### src/rtl/dcache_ctrl.sv
// Direct-mapped, write-through, no-write-allocate data cache controller.
// Loads hit combinationally in IDLE; misses fill a whole line one word at a
// time from backing memory; stores always go to memory and update the cache
// only when the addressed line is resident.
module dcache_ctrl #(
    parameter int LINES = 16,
    parameter int WPL   = 4
) (
    input  logic        clock,
    input  logic        reset,
    input  logic        req_rd,
    input  logic        req_wr,
    input  logic [31:0] req_addr,
    input  logic [31:0] req_wdata,
    input  logic [3:0]  req_be,
    output logic        hit,
    output logic [31:0] rdata,
    output logic        mem_req,
    output logic        mem_we,
    output logic [31:0] mem_addr,
    output logic [31:0] mem_wdata,
    output logic [3:0]  mem_be,
    input  logic        mem_ready,
    input  logic [31:0] mem_rdata
);
    localparam int OFF_W = $clog2(WPL);
    localparam int IDX_W = $clog2(LINES);
    localparam int TAG_W = 30 - OFF_W - IDX_W;
    localparam int LN_W  = 30 - OFF_W;
    localparam logic [OFF_W-1:0] LAST_WORD = OFF_W'(WPL - 1);

    typedef enum logic [1:0] {IDLE, FILL, WRITE, WDONE} state_t;

    state_t              state_q, state_d;
    logic [OFF_W-1:0]    cnt_q, cnt_d;
    logic [LN_W-1:0]     line_q, line_d;
    logic                mem_req_q, mem_req_d;
    logic                mem_we_q, mem_we_d;
    logic [31:0]         mem_addr_q, mem_addr_d;
    logic [31:0]         mem_wdata_q, mem_wdata_d;
    logic [3:0]          mem_be_q, mem_be_d;
    logic [LINES-1:0]    valid_q, valid_d;

    // Tag and data storage carry no reset; valid_q alone decides residency.
    logic [TAG_W-1:0]    tag_q  [LINES];
    logic [31:0]         data_q [LINES*WPL];

    // Single write port shared by line fills and store merges.
    logic                tag_we;
    logic                dwr_en;
    logic [IDX_W+OFF_W-1:0] dwr_addr;
    logic [31:0]         dwr_data;
    logic [3:0]          dwr_be;

    logic                hit_c;
    logic                lookup_hit;
    logic [OFF_W-1:0]    cnt_inc;

    // Address fields of the live request, of the pending store and of the line being filled.
    logic [OFF_W-1:0]    req_off;
    logic [IDX_W-1:0]    req_idx;
    logic [TAG_W-1:0]    req_tag;
    logic [OFF_W-1:0]    wr_off;
    logic [IDX_W-1:0]    wr_idx;
    logic [TAG_W-1:0]    wr_tag;
    logic [IDX_W-1:0]    line_idx;
    logic [TAG_W-1:0]    line_tag;

    assign req_off  = req_addr[OFF_W+1:2];
    assign req_idx  = req_addr[OFF_W+IDX_W+1:OFF_W+2];
    assign req_tag  = req_addr[31:OFF_W+IDX_W+2];
    assign wr_off   = mem_addr_q[OFF_W+1:2];
    assign wr_idx   = mem_addr_q[OFF_W+IDX_W+1:OFF_W+2];
    assign wr_tag   = mem_addr_q[31:OFF_W+IDX_W+2];
    assign line_idx = line_q[IDX_W-1:0];
    assign line_tag = line_q[LN_W-1:IDX_W];

    assign cnt_inc    = cnt_q + 1'b1;
    assign lookup_hit = valid_q[req_idx] && (tag_q[req_idx] == req_tag);
    assign rdata      = data_q[{req_idx, req_off}];

    // hit is suppressed for as long as reset is held, whatever the FSM says.
    assign hit       = hit_c && !reset;
    assign mem_req   = mem_req_q;
    assign mem_we    = mem_we_q;
    assign mem_addr  = mem_addr_q;
    assign mem_wdata = mem_wdata_q;
    assign mem_be    = mem_be_q;

    // Next-state, memory-request and cache-write decisions for the controller FSM.
    always_comb begin
        state_d     = state_q;
        cnt_d       = cnt_q;
        line_d      = line_q;
        mem_req_d   = mem_req_q;
        mem_we_d    = mem_we_q;
        mem_addr_d  = mem_addr_q;
        mem_wdata_d = mem_wdata_q;
        mem_be_d    = mem_be_q;
        valid_d     = valid_q;
        hit_c       = 1'b0;
        tag_we      = 1'b0;
        dwr_en      = 1'b0;
        dwr_addr    = {line_idx, cnt_q};
        dwr_data    = mem_rdata;
        dwr_be      = 4'hF;

        case (state_q)
            IDLE: begin
                if (req_wr) begin
                    state_d     = WRITE;
                    mem_req_d   = 1'b1;
                    mem_we_d    = 1'b1;
                    mem_addr_d  = req_addr & 32'hFFFF_FFFC;
                    mem_wdata_d = req_wdata;
                    mem_be_d    = req_be;
                end else if (req_rd && !lookup_hit) begin
                    // The victim line is dropped up front so a partial fill is never resident.
                    state_d           = FILL;
                    cnt_d             = '0;
                    line_d            = req_addr[31:OFF_W+2];
                    valid_d[req_idx]  = 1'b0;
                    mem_req_d         = 1'b1;
                    mem_we_d          = 1'b0;
                    mem_addr_d        = {req_addr[31:OFF_W+2], {OFF_W{1'b0}}, 2'b00};
                    mem_be_d          = 4'hF;
                end else begin
                    hit_c = 1'b1;
                end
            end
            FILL: begin
                if (mem_req_q && mem_ready) begin
                    dwr_en     = 1'b1;
                    cnt_d      = cnt_inc;
                    mem_addr_d = {line_q, cnt_inc, 2'b00};
                    if (cnt_q == LAST_WORD) begin
                        state_d           = IDLE;
                        mem_req_d         = 1'b0;
                        valid_d[line_idx] = 1'b1;
                        tag_we            = 1'b1;
                    end
                end
            end
            WRITE: begin
                if (mem_req_q && mem_ready) begin
                    state_d   = WDONE;
                    mem_req_d = 1'b0;
                    mem_we_d  = 1'b0;
                    if (valid_q[wr_idx] && (tag_q[wr_idx] == wr_tag)) begin
                        dwr_en   = 1'b1;
                        dwr_addr = {wr_idx, wr_off};
                        dwr_data = mem_wdata_q;
                        dwr_be   = mem_be_q;
                    end
                end
            end
            WDONE: begin
                hit_c   = 1'b1;
                state_d = IDLE;
            end
            default: state_d = IDLE;
        endcase
    end

    // Control state and registered memory request, cleared asynchronously.
    always_ff @(posedge clock or posedge reset) begin
        if (reset) begin
            state_q     <= IDLE;
            cnt_q       <= '0;
            line_q      <= '0;
            mem_req_q   <= 1'b0;
            mem_we_q    <= 1'b0;
            mem_addr_q  <= '0;
            mem_wdata_q <= '0;
            mem_be_q    <= '0;
            valid_q     <= '0;
        end else begin
            state_q     <= state_d;
            cnt_q       <= cnt_d;
            line_q      <= line_d;
            mem_req_q   <= mem_req_d;
            mem_we_q    <= mem_we_d;
            mem_addr_q  <= mem_addr_d;
            mem_wdata_q <= mem_wdata_d;
            mem_be_q    <= mem_be_d;
            valid_q     <= valid_d;
        end
    end

    // Tag and byte-enabled data array writes.
    always_ff @(posedge clock) begin
        if (tag_we) begin
            tag_q[line_idx] <= line_tag;
        end
        if (dwr_en) begin
            for (int b = 0; b < 4; b++) begin
                if (dwr_be[b]) begin
                    data_q[dwr_addr][8*b +: 8] <= dwr_data[8*b +: 8];
                end
            end
        end
    end

endmodule

### config.mk
export PLATFORM = sky130hd
export DESIGN_NAME = dcache_ctrl
export DESIGN_NICKNAME = d
export VERILOG_FILES = /design/src/rtl/dcache_ctrl.sv
export SDC_FILE = /design/constraint.sdc
export NUM_CORES = 2
export LEC_CHECK = 0
export CORE_MARGIN = 2
export CORE_UTILIZATION = 25
export CTS_BUF_LIST = sky130_fd_sc_hd__clkbuf_4 sky130_fd_sc_hd__clkbuf_8
export CTS_CLUSTER_SIZE = 8
export DETAILED_ROUTE_END_ITERATION = 12
export PLACE_DENSITY_LB_ADDON = 0.12
export RECOVER_POWER = 25
export SLEW_MARGIN = 20
export SYNTH_ARGS = -nofsm -noshare
export SYNTH_HDL_FRONTEND = slang
export SYNTH_SLANG_ARGS = --single-unit
### constraint.sdc
create_clock -name clock -period 6.25 [get_ports clock]
set_input_delay 1.25 -clock clock [delete_from_list [all_inputs] [get_ports clock]]
set_output_delay 1.25 -clock clock [all_outputs]
set_load 0.01 [all_outputs]
# Word-level counts from Yosys, hierarchy flattened
# Memory sizes are Yosys's and may differ from the RTL's.
# Cells that the tools add are included.
# totals
elab_cells,127
output_inout_bits,103
mem_count,2
ff_bits,118
inputBits,105
ram_bits,2432
# op_classes
n_eq_ne,12
muxes,71
n_reduce_logical,23
bitwise_logic,4
magnitude_cmp,5
addsub,1
# memory_table
name,depth,width,rd,rd_clocked_by_memory_dff,write_ports,line_no,text
data_q,64,32,1,0,1,46,logic [31:0] data_q [LINES*WPL];
tag_q,16,24,2,0,1,45,logic [TAG_W-1:0] tag_q [LINES];
# op_table
operator,n
2-to-1 mux 32 bit,6
2-to-1 mux 16 bit,4
one-hot mux 32 bit (2 select lines),1
== test 24 bit,2
2-to-1 mux 1 bit,33
one-hot mux 16 bit (2 select lines),1
2-to-1 mux 4 bit,5
2-to-1 mux 6 bit,3
bitwise AND 16 bit,1
2-to-1 mux 2 bit,8
inverter 16 bit,1
bitwise OR 16 bit,1
less-than comparator 4 x 5 -> 1 bit (second input constant),3
inequality test 2 bit (second input constant),5
AND reduction 5 bit,2
AND reduction 3 bit,3
binary-select mux 1 bit (select 4 bit),2
demux 1 bit (select 4 bit),2
>= comparator 4 x 1 -> 1 bit (second input constant),2
one-hot mux 2 bit (4 select lines),1
AND reduction 4 bit,2
logical AND 1 bit,7
== test 2 bit (second input constant),3
one-hot mux 1 bit (2 select lines),3
11 further kinds,15

# Depth between registers and ports, before layout
# logic_depth
depth_word,9
ltp_mapped,17
mapped_depth_nobuf,10

# Worst setup path after synthesis
# OpenSTA, ideal clock, no wires.
# synth_timing
path_kind,input-to-output
startpoint,in req_addr[2]
endpoint,out rdata[24]
path_buffers,5
arrival_time_ns,4.591
path_slack_ns,0.409
cell_stages,10
t_required_ns,5.000
path_cell_list,clkbuf_1 clkbuf_1 clkbuf_1 clkbuf_1 clkbuf_1 mux2i_1 o22ai_1 a2111oi_0 a21oi_1 a211o_1
# synth_between
elab_chain_cells,1
# synth_lines
item,line_no,text
"start, declared",13,"input logic [31:0] req_addr,"
memory read (64 x 32 bit),-,
"end, declared",17,"output logic [31:0] rdata,"
# No other way between the ends.

# Worst setup path after layout
# layout_timing
startpoint,in req_addr[5]
endpoint,out rdata[1]
# Same word-level chain as after synthesis.

==> out/summary.md <==
The mapped netlist covers 0.103 mm². Global routing used 16.8% of the available tracks. At the pin with the least slew margin, the transition time is 3.18 ns.

Row generation in the floorplan step produced 236 rows. STA classifies the critical path startpoint as an input port. After floorplanning, the core was sized to cover 0.413 mm². The commonest cells after synthesis are sky130_fd_sc_hd__edfxtp_1 (2432), sky130_fd_sc_hd__mux4_2 (710), sky130_fd_sc_hd__nor2_1 (330), sky130_fd_sc_hd__mux2i_1 (213), sky130_fd_sc_hd__clkbuf_1 (187). After layout, the worst path uses 98.3% of the clock period.

TritonCTS built the clock tree. The first global-routing pass estimated 493000 µm of wire. The run finished, with violations left. For this design the static power due to leakage is 0.0420 µW. The width of the chip is 647 µm.

For this run, the detailed router's first-pass iteration total came to 7. Entering global routing, the biggest net connects 93 pins. Counting flops with an async set or reset pin after synthesis yields a share of 4.55%. Setup slack of the most critical reg-to-reg path: 0.25 ns. Setup repair after global routing left no endpoint under its margin. The hold violation count in the final report is 0.

For the largest vdd supply drop, the log shows 0.178 mV. Met1 layer usage reported by global route: 23.7%. The via density per instance came out at 4.69.

The internal portion of the total power is 27500 µW. The count of unique library cells instantiated by Yosys is 74. The combinational cell fraction of total power is 5.2%. For hold timing, the worst endpoint is valid_q[1]$_DFFE_PP0P_. Headroom to the max-slew limit came out at -112%. The run gives 24 as the initial antenna violation count. The number of input and output port buffers inserted is 203. In the global route stage, met3 resource usage came out at 2.27%. The detailed router finished its first iteration with 4827 violations. The logs give 2548 for the number of sinks on the clock net and 208 for the number of primary I/O pins. Synthesis inferred 2548 register bits. For the half-perimeter wire length of the detailed placement result, the log shows 232000 µm. In this run the remaining antenna-violating nets after routing total 0.

Summed over all nets, the switching power comes to 8360 µW. The critical path goes through buf_8 > buf_12 > inv_1 > nand2_1 > buf_12 > buf_4 > nor2_4 > a22oi_1 > nand4_1 > nor2_1 > o21ai_0 > buf_4 > clkdlybuf4s50_1. The most common cell in the synthesized netlist is sky130_fd_sc_hd__edfxtp_1.

The congestion estimate from routability-driven global placement came to 0.774. From bottom edge to top edge, the die measures 647 µm. The cell count after placement is 11069, and the switching share of total power is 23.3%. For this run, global-route usage on met2 was measured as 27.6%. The fraction of the yosys area taken by sequential cells is 73.4%. The critical path is of the input port to output port type. Clock tree synthesis inserted a total of 448 buffers. After global routing, the most crowded layer is met2. The final reports fail on max-capacitance violations, max-slew violations. For this block, the routed nets add up to 358000 µm of wire.

STA puts the critical path data arrival time at 4.89 ns. The total overflow left after global routing is 0. The finished layout holds 11889 standard cells, fillers aside.

The cell at the slowest stage of the critical path is sky130_fd_sc_hd__nor2_4. Multiplexer cells account for 18.8% of the synthesized area. Startpoint of the worst register-to-register path: mem_addr[6]$_DFFE_PP0P_.

The tools report the hold path startpoint as valid_q[1]$_DFFE_PP0P_. The basic-gate share of the synthesized area counting and, or, nand and nor cells is 3.03%, and the total count of max-transition violations in the final report is 334. The biggest area contributor in the post-synthesis netlist is sky130_fd_sc_hd__edfxtp_1. The layout cell share with drive strength beyond 1 is 34.8%, and the yosys synthesis warning count is 0.

Kind of path behind the tightest hold check: flop to flop. The synthesized netlist devotes 2.83% of its cell area to compound gates. Counting every instance in the synthesized netlist gives 5102. The fraction of synthesized cell area taken by the top area cell type came out at 70.6%. In the final routed layout, each cell accounts on average for 30.1 µm. Worst hold path stage count: 1. The synthesized area per cell is 20.3 µm², and the total via count after detailed routing is 55747. Across the routed clock network, the largest skew measured is 0.109 ns. The clock-pin transition on the worst setup and hold timing paths is 0.06 ns, and the synthesis-to-finish area growth is 22.0%. For the portion of total power attributed to sequential cells, the log shows 52.0%.

The floorplan step defined a die boundary enclosing 0.419 mm². Main flop type after synthesis: sky130_fd_sc_hd__edfxtp_1. Clock tree synthesis selected as its root buffer the cell sky130_fd_sc_hd__clkbuf_8. Yosys attributes the largest share of cell area to sky130_fd_sc_hd__edfxtp_1 (71%), sky130_fd_sc_hd__mux4_2 (15%), sky130_fd_sc_hd__dfrtp_1 (2.8%). For the highest clock rate, the log shows 163 MHz.

In this run the deepest clock path goes through 4 buffers. The highest net fanout along the worst path is 37. The share of the synthesized netlist area taken by xor and xnor gates was 0.456%. The power density normalized to cell area was 284 mW/mm²; the highest cell delay on the worst timing path was 0.77 ns.

The logs give 58417 for the number of global-route vias before repair and 30.6% for the final design utilization. The clock network is responsible for 42.7% of the overall power. The number of enable-type register cells in the synthesized netlist came out at 2432.

Across the run, the number of max-cap violations was 13. The time the final worst path needs with I/O delays and setup works out to 6.14 ns. For the number of setup violations in the final report, the log shows 0.

The worst register-to-register path ends at data_q[25][1]$_DFFE_PP_. Once the floorplan was initialized, standard cells occupied 25.1% of the core. The worst setup path is captured at an output port. The maximum level of the CTS H-tree is 5, and the insertion delay to the later sink of the worst-skew pair is 1.15 ns.

Of the total synthesized cell area, the portion taken by full adders, half adders and majority gates is 0.0726%. The critical path data required time came out at 5.00 ns. After routing, the total negative slack on setup checks comes to 0 ns. For the worst flop-to-flop path, the logic depth is 12. After detailed routing, the number of remaining DRC violations is 0. The final layout contains 6156 nets.

The combinational family with the most area after synthesis was multiplexers.
==> cell usage in the layout, fill, tap and decap left out, types with 11 or more instances in the layout <==
cell,count
sky130_fd_sc_hd__edfxtp_1,2432
sky130_fd_sc_hd__mux4_2,710
sky130_fd_sc_hd__clkbuf_8,465
sky130_fd_sc_hd__buf_4,444
sky130_fd_sc_hd__nor2_1,316
sky130_fd_sc_hd__mux2i_1,213
sky130_fd_sc_hd__clkbuf_4,155
sky130_fd_sc_hd__nand2_1,147
sky130_fd_sc_hd__clkdlybuf4s50_1,132
sky130_fd_sc_hd__a22oi_1,130
sky130_fd_sc_hd__buf_12,125
sky130_fd_sc_hd__dfrtp_1,112
sky130_fd_sc_hd__mux2_2,110
sky130_fd_sc_hd__clkinv_1,104
sky130_fd_sc_hd__dlygate4sd3_1,65
sky130_fd_sc_hd__a21oi_1,64
sky130_fd_sc_hd__clkinv_2,60
sky130_fd_sc_hd__o21ai_0,34
sky130_fd_sc_hd__nor3_1,34
sky130_fd_sc_hd__nand2_2,33
sky130_fd_sc_hd__nand3_1,31
sky130_fd_sc_hd__and2_1,29
sky130_fd_sc_hd__xnor2_1,29
sky130_fd_sc_hd__o22ai_1,27
sky130_fd_sc_hd__a211oi_2,24
sky130_fd_sc_hd__xor2_1,23
sky130_fd_sc_hd__a22o_1,23
sky130_fd_sc_hd__inv_1,21
sky130_fd_sc_hd__nand4_1,20
sky130_fd_sc_hd__clkbuf_2,18
sky130_fd_sc_hd__a221oi_1,17
sky130_fd_sc_hd__a211oi_1,16
sky130_fd_sc_hd__nor2_4,13
sky130_fd_sc_hd__o211ai_1,13
sky130_fd_sc_hd__nand2b_1,11
==> worst max path at each step <==
| stage | from | endpoint | slack (ns) | cells past startpoint |
|---|---|---|---|---|
| floorplan | req_addr[2] | rdata[24] | 0.41 | 10 |
| global placement | req_addr[4] | hit | -0.18 | 14 |
| detailed placement | req_addr[4] | hit | -0.21 | 14 |
| CTS | req_addr[4] | hit | 0.02 | 16 |
| global route | mem_addr[6]$_DFFE_PP0P_ | data_q[34][10]$_DFFE_PP_ | 0.02 | 13 |
| finish | req_addr[5] | rdata[1] | 0.11 | 13 |
==> through the flow <==
stage	instance area (µm²)	power, µW	hold WS [ns]	setup WS (ns)
finish	126000	35900	0.524	0.106
global route	126000	37200	0.541	0.0183
CTS	126000	36500	0.517	0.0151
detailed placement	118000	21000	0.503	-0.213
global placement	118000	20900	0.498	-0.184
floorplan	103000	19900	0.477	0.409
==> kinds of logic after synthesis <==
logic type	Yosys count
flip-flops	2548
other	1
AO/OA/AOI/OAI	414
multiplexers	1038
XOR/XNOR	53
buffers and inverters	337
AND/OR/NAND/NOR	705
adder cells (fa/ha/maj)	6
==> power by group through the flow <==
stage                     Clock, µW  Sequential, µW  Combinational, µW
after floorplan                   0           19000                865
after global placement            0           19000               1940
after detailed placement          0           19000               1950
after CTS                     15900           18700               1960
after global routing          16600           18600               2000
final                         15300           18700               1880
==> layout make-up <==
class	instances	area [µm²]
fill	40089	286000
sequential	2548	75900
multi-input combinational	2218	26500
clock inverter	196	1250
inverter	26	104
antenna	9	22.5
tap	5474	6850
clock buffer	615	7530
timing repair buffer	803	8070
==> layer usage <==
layer	wire length, µm	part of all wire (%)	vias to the layer above
li1	-	-	23242
met1	161000	45	30486
met2	172000	48	1577
met3	17000	4.8	440
met4	7210	2.0	2
met5	13	0.0036	-
==> state kept, by name, summed over array words and instances, names as in the netlist <==
signal     flops
valid_q       16
mem_be         4
mem_wdata     32
cnt_q          2
line_q        28
data_q      2048
state_q        2
mem_req        1
tag_q        384
mem_we         1
mem_addr      30
==> what timing repair did <==
item | 4_1_cts | 5_1_grt
setup endpoints to repair | 1 | 1
endpoints found under the hold margin | 0 | 0
pin swaps | 0 | 0
hold buffers | 0 | 0
buffers inserted | 0 | 0
resized for setup | 3 | 7
==> worst max-delay path: cells and delay by family <==
kind | cells | cell delay, ns
buf+inv | 7 | 1.87
compound gates | 2 | 0.42
simple gates | 4 | 1.15
No activity file was read; power rests on OpenSTA's default activity.
